==> config.mk <==
export PLATFORM = sky130hd
export DESIGN_NAME = fetch_ctrl
export DESIGN_NICKNAME = d
export VERILOG_FILES = /design/src/rtl/fetch_ctrl_pkg.sv /design/src/rtl/fetch_ctrl.sv
export SDC_FILE = /design/constraint.sdc
export NUM_CORES = 1
export LEC_CHECK = 0
export CORE_MARGIN = 2
export CORE_UTILIZATION = 44
export DETAILED_ROUTE_END_ITERATION = 8
export PLACE_DENSITY = 0.77
export SYNTH_ARGS = -nofsm -noshare
export SYNTH_HDL_FRONTEND = slang
export SYNTH_SLANG_ARGS = --single-unit
==> constraint.sdc <==
create_clock -name clk -period 1.95 [get_ports clk]
set_clock_uncertainty 0.2 [all_clocks]
set_input_delay 0.195 -clock clk [delete_from_list [all_inputs] [get_ports clk]]
set_output_delay 0.195 -clock clk [all_outputs]
set_load 0.01 [all_outputs]
==> src/rtl/fetch_ctrl_pkg.sv <==
// rtl/fetch_ctrl_pkg.sv - shared widths and state encoding for the icache miss-fetch responder
package fetch_ctrl_pkg;

  localparam int PcLength      = 31;
  localparam int DataLength    = 31;
  localparam int RamDataLength = 7;

  localparam int BytesPerWord  = 4;
  localparam int CntWidth      = $clog2(BytesPerWord);

  localparam logic True  = 1'b1;
  localparam logic False = 1'b0;

  typedef enum logic [1:0] {
    FC_IDLE  = 2'd0,
    FC_READ  = 2'd1,
    FC_DRAIN = 2'd2
  } fc_state_e;

endpackage

==> src/rtl/fetch_ctrl.sv <==
// rtl/fetch_ctrl.sv - serves icache miss fetches as four little-endian byte reads from RAM
module fetch_ctrl
  import fetch_ctrl_pkg::*;
(
  input  logic                   clk,
  input  logic                   rst,
  input  logic [PcLength:0]      addr_from_ic,
  input  logic                   is_empty_from_ic,
  input  logic                   is_exception_from_rob,
  input  logic [RamDataLength:0] mem_din_from_ram,
  output logic [31:0]            addr_to_ram,
  output logic                   is_write_to_ram,
  output logic [DataLength:0]    instr_to_ic,
  output logic                   is_instr_to_ic,
  output logic                   is_commit_to_ic
);

  localparam logic [CntWidth-1:0] CntLast = CntWidth'(BytesPerWord - 1);

  fc_state_e                                state, state_nxt;
  logic [CntWidth-1:0]                      cnt, cnt_nxt;
  logic [BytesPerWord-2:0][RamDataLength:0] bytes, bytes_nxt;
  logic [31:0]                              addr_nxt;
  logic [DataLength:0]                      instr_nxt;
  logic                                     pulse_nxt;

  // The RAM is only ever read from this port.
  assign is_write_to_ram = False;
  assign is_commit_to_ic = is_instr_to_ic;

  // Next-state and datapath decisions; the flush takes priority over every state.
  always_comb begin
    state_nxt = state;
    cnt_nxt   = cnt;
    bytes_nxt = bytes;
    addr_nxt  = addr_to_ram;
    instr_nxt = instr_to_ic;
    pulse_nxt = False;
    if (is_exception_from_rob) begin
      state_nxt = FC_IDLE;
      cnt_nxt   = '0;
    end else begin
      case (state)
        FC_IDLE: begin
          if (!is_empty_from_ic) begin
            addr_nxt  = addr_from_ic;
            cnt_nxt   = '0;
            state_nxt = FC_READ;
          end
        end
        FC_READ: begin
          // Data lags the address by one cycle, so the byte arriving now belongs to cnt-1.
          if (cnt != '0) begin
            bytes_nxt[cnt - 1'b1] = mem_din_from_ram;
          end
          if (cnt == CntLast) begin
            state_nxt = FC_DRAIN;
          end else begin
            addr_nxt = addr_to_ram + 32'd1;
            cnt_nxt  = cnt + 1'b1;
          end
        end
        FC_DRAIN: begin
          instr_nxt = {mem_din_from_ram, bytes[2], bytes[1], bytes[0]};
          pulse_nxt = True;
          state_nxt = FC_IDLE;
        end
        default: begin
          state_nxt = FC_IDLE;
          cnt_nxt   = '0;
        end
      endcase
    end
  end

  // State register and registered outputs; reset drops any transfer without a pulse.
  always_ff @(posedge clk) begin
    if (!rst) begin
      state          <= FC_IDLE;
      cnt            <= '0;
      bytes          <= '0;
      addr_to_ram    <= '0;
      instr_to_ic    <= '0;
      is_instr_to_ic <= False;
    end else begin
      state          <= state_nxt;
      cnt            <= cnt_nxt;
      bytes          <= bytes_nxt;
      addr_to_ram    <= addr_nxt;
      instr_to_ic    <= instr_nxt;
      is_instr_to_ic <= pulse_nxt;
    end
  end

endmodule

==> results of run 1 <==
[stage by stage]
step	total power, W	worst slack (ns)
global placement	0.002562	-0.2788
CTS	0.003855	-0.02908
detailed placement	0.002568	-0.3478
global route	0.003983	-0.1079
floorplan	0.002245	-0.05208
finish	0.003851	-0.05410
[critical path: cells and delay by family, from the launching register on]
| kind | cells | cell delay (ns) |
|---|---|---|
| buf+inv | 3 | 0.37 |
| compound gates | 2 | 0.37 |
| flops | 1 | 0.35 |
| mux | 1 | 0.27 |
| simple gates | 1 | 0.17 |
| fa+ha+maj | 1 | 0.16 |
[layout by cell type (no fill, tap or decap), drive strengths merged, types with 5 or more instances in the layout]
cell type and instances:
nand4 12, nor2 24, and4 5, dfxtp 93, ha 6, clkbuf 9, a21oi 78, buf 63
inv 9, a311oi 13, o21ai 29, a211oi 12, nand3 35, o22ai 7, nor3 13, clkdlybuf4s50 109
and3 10, nand2 114
[timing repair]
item | in CTS | in global routing
endpoints found under the setup margin | 39 | 50
pin swaps | 0 | 8
buffers inserted | 0 | 3
resized for setup | 7 | 17
endpoints found under the hold margin | 0 | 0
[state kept, by name, indices dropped and copies added, names as in the netlist]
register / cells
addr_to_ram: 32
instr_to_ic: 32
bytes: 24
cnt: 2
state: 2
is_commit_to_ic: 1
[worst min path at each step]
| stage | startpoint | slack [ns] | to | cells past startpoint |
|---|---|---|---|---|
| after floorplan | mem_din_from_ram[0] | 0.13 | instr_to_ic[24]$_SDFFE_PN0P_ | 2 |
| after global placement | instr_to_ic[26]$_SDFFE_PN0P_ | 0.24 | instr_to_ic[26]$_SDFFE_PN0P_ | 2 |
| after detailed placement | instr_to_ic[28]$_SDFFE_PN0P_ | 0.25 | instr_to_ic[28]$_SDFFE_PN0P_ | 2 |
| after CTS | addr_from_ic[1] | 0.20 | addr_to_ram[1]$_SDFFE_PN0P_ | 3 |
| after global routing | addr_from_ic[1] | 0.20 | addr_to_ram[1]$_SDFFE_PN0P_ | 3 |
| final | addr_from_ic[1] | 0.21 | addr_to_ram[1]$_SDFFE_PN0P_ | 3 |
[routing by layer]
layer | routed length, µm | vias up | part of all wire, %
met2 | 5927 | 223 | 49
met5 | 0 | - | 0
met3 | 941 | 29 | 7.7
li1 | - | 2183 | -
met4 | 245 | 0 | 2.0
met1 | 5042 | 2035 | 41
[cell families (layout without fill, tap and decap cells)]
| logic type | Yosys count | after routing | share of synthesized area (%) |
|---|---|---|---|
| buf+inv | 48 | 194 | 5.006 |
| compound gates | 153 | 153 | 21.65 |
| flops | 93 | 93 | 44.87 |
| mux | 3 | 3 | 0.8443 |
| simple gates | 229 | 229 | 25.51 |
| xor+xnor | 1 | 1 | 0.2111 |
| other cells | 1 | 1 | 0.09038 |
| fa+ha+maj | 6 | 6 | 1.809 |
[power groups by stage]
stage | combinational (W) | sequential [W] | clock (W)
2_1_floorplan | 0.000181 | 0.00206 | 0
3_3_place_gp | 0.000530 | 0.00203 | 0
3_5_place_dp | 0.000535 | 0.00203 | 0
4_1_cts | 0.000544 | 0.00199 | 0.00132
5_1_grt | 0.000597 | 0.00200 | 0.00139
6_report | 0.000556 | 0.00199 | 0.00130
[layout make-up]
cell class | instances | area (µm²) | area share, %
clock buffers | 9 | 123.9 | 2.055
clock inverters | 7 | 76.32 | 1.266
inverters | 6 | 22.52 | 0.3737
multi-input cells | 393 | 2141 | 35.52
flip-flops and latches | 93 | 1868 | 30.99
well taps | 111 | 138.9 | 2.304
repair buffers | 172 | 1657 | 27.49
==> summary.md, run 1 <==
| Metric | Value |
|---|---|
| Status | `complete, but fails checks` |
| Violated checks | `setup timing` |
| DP Area | `5727 µm²` |
| Total grt overflow | `0` |
| Seq pwr share | `51.8%` |
| Critical Path End | `addr_to_ram[22]$_SDFFE_PN0P_` |
| Initial DRC Count | `299` |
| CTS clk-pin slew, worst paths | `0.10 ns` |
| DR DRC count | `0` |
| Yosys cell types | `41` |
| Worst-path maximum fanout | `4` |
| PD cells | `639.0 nW/µm²` |
| Antenna violations before repair | `0` |
| Die extent in x | `101.1 µm` |
| Final instance count without filler cells | `791` |
| DP HPWL | `8608 µm` |
| CP peak stage delay | `0.35 ns` |
| Grt met3 use | `5.062%` |
| FF+latch count, synth | `93` |
| Top cell type by total area after synthesis | `dfxtp_1` |
| Worst Path Required | `2.01 ns` |
| Gate power share | `14.4%` |
| Worst flop-to-flop path startpoint | `cnt[1]$_SDFFE_PP0P_` |
| Largest net degree at the start of global routing | `58` |
| Tot GR Track Use | `23.60%` |
| Total clock sinks | `93` |
| Placed Cells | `772` |
| R2R depth | `8` |
| Clock share of power | `33.8%` |
| Cell-internal power | `0.002756 W` |
| Peak-usage layer in the global routing report | `met2` |
| Row count | `35` |
| Worst reg2reg setup slack | `-0.05 ns` |
| CP Capture Type | `flip-flop` |
| Hold Crit Class | `in2reg` |
| Skew-Pair Late Insertion Delay | `0.37 ns` |
| Seq/Total Area, Yosys | `44.87%` |
| Fin nets | `725` |
| RSZ-0062 raised after global routing | `true` |
| Post-synth EDFFs | `0` |
| TritonCTS Buffers | `9` |
| Final core occ | `65.54%` |
| Post-CTS Hold Buffers | `0` |
| Routed Antenna Nets | `0` |
| Sw Pwr | `0.001095 W` |
| Most frequent cell on the critical path | `buf_6` |
| Count leader, synth | `nand2_1` |
| Critical-path cell list | `ha_4 > mux2_4 > buf_6 > nor3_4 > buf_6 > buf_6 > o21ai_0 > a211oi_1` |
| Area Overhead vs Synth | `45.27%` |
| Core footprint | `9196 µm²` |
| Area contributors post-synth | `dfxtp_1 45%, nand2_1 10%, a21oi_1 9.4%` |
| Netlist Area Pre-Place | `4149 µm²` |
| Post-Synthesis Cells | `534` |
| Setup CP Type | `reg2reg` |
| Routability congestion estimate | `0.8992` |
| Pre-Repair DR Iteration Count | `5` |
| Post-route cell area | `6027 µm²` |
| Setup WS post-layout | `-0.05410 ns` |
| Via Count | `4,470` |
| Ant diodes | `0` |
| Post-synthesis async set-or-reset flop share | `0%` |
| Minimum hold slack | `0.2080 ns` |
| Fillers | `789` |
| Synth top area share | `44.87%` |
| Fin crit period | `2.004 ns` |
| Leakage | `2.115 nW` |
| First-pass GRT wire length | `19,560 µm` |
| Final setup fails | `3` |
| Layout cells sized above 1 | `15.00%` |
| Critical R2R Capture | `addr_to_ram[22]$_SDFFE_PN0P_` |
| Drt total wl | `12,160 µm` |
| Avg Cell Area, Syn | `7.770 µm²` |
| Worst path slowest cell | `dfxtp_2` |
| Vias/cell | `5.651` |
| Max-Cap Viols | `0` |
| Port Buf Inserts | `109` |
| Die Ht | `101.1 µm` |
| CTS tree | `yes` |
| Net Sw Frac | `28.44%` |
| Clk Tree Root Cell | `clkbuf_8` |
| Initial Util | `45.12%` |
| Final Max Tran Viols | `0` |
| H-tree depth | `3` |
| Final-report hold violation count | `0` |
| Area of the die | `10,220 µm²` |
| Synth warn | `0` |
| Met2 Resource Use GR | `39.58%` |
| Wire per inst | `15.37 µm` |
| Total negative slack | `-0.08947 ns` |
| Max Clock Freq | `0.4990 GHz` |
| CP startpoint kind | `flip-flop` |
| Main synth FF type | `dfxtp_1` |
| Worst vdd ir | `0.0005004 V` |
| Worst Setup SP | `cnt[1]$_SDFFE_PP0P_` |
| Final period utilization | `102.8%` |
| Synth cell count leaders | `114 x nand2_1, 93 x dfxtp_1, 78 x a21oi_1, 35 x nand3_1` |
| Vias in the first global route | `4,234` |
| Longest Clk Path Bufs | `2` |
| # IOs | `111` |
| Arr. time, crit path | `2.06 ns` |
| Met1 Use GR | `29.81%` |
| Syn_nets | `584` |
Power figures use the tool's default switching activity.
==> run 2, diff against run 1 <==
--- a/config.mk
+++ b/config.mk
@@ -7,6 +7,7 @@
 export LEC_CHECK = 0
 export CORE_MARGIN = 2
 export CORE_UTILIZATION = 44
+export CTS_CLUSTER_DIAMETER = 60
 export DETAILED_ROUTE_END_ITERATION = 8
 export PLACE_DENSITY = 0.77
 export SYNTH_ARGS = -nofsm -noshare
==> results of run 2 <==
No change in the layout: final DEF, timing and power equal those of run 1.
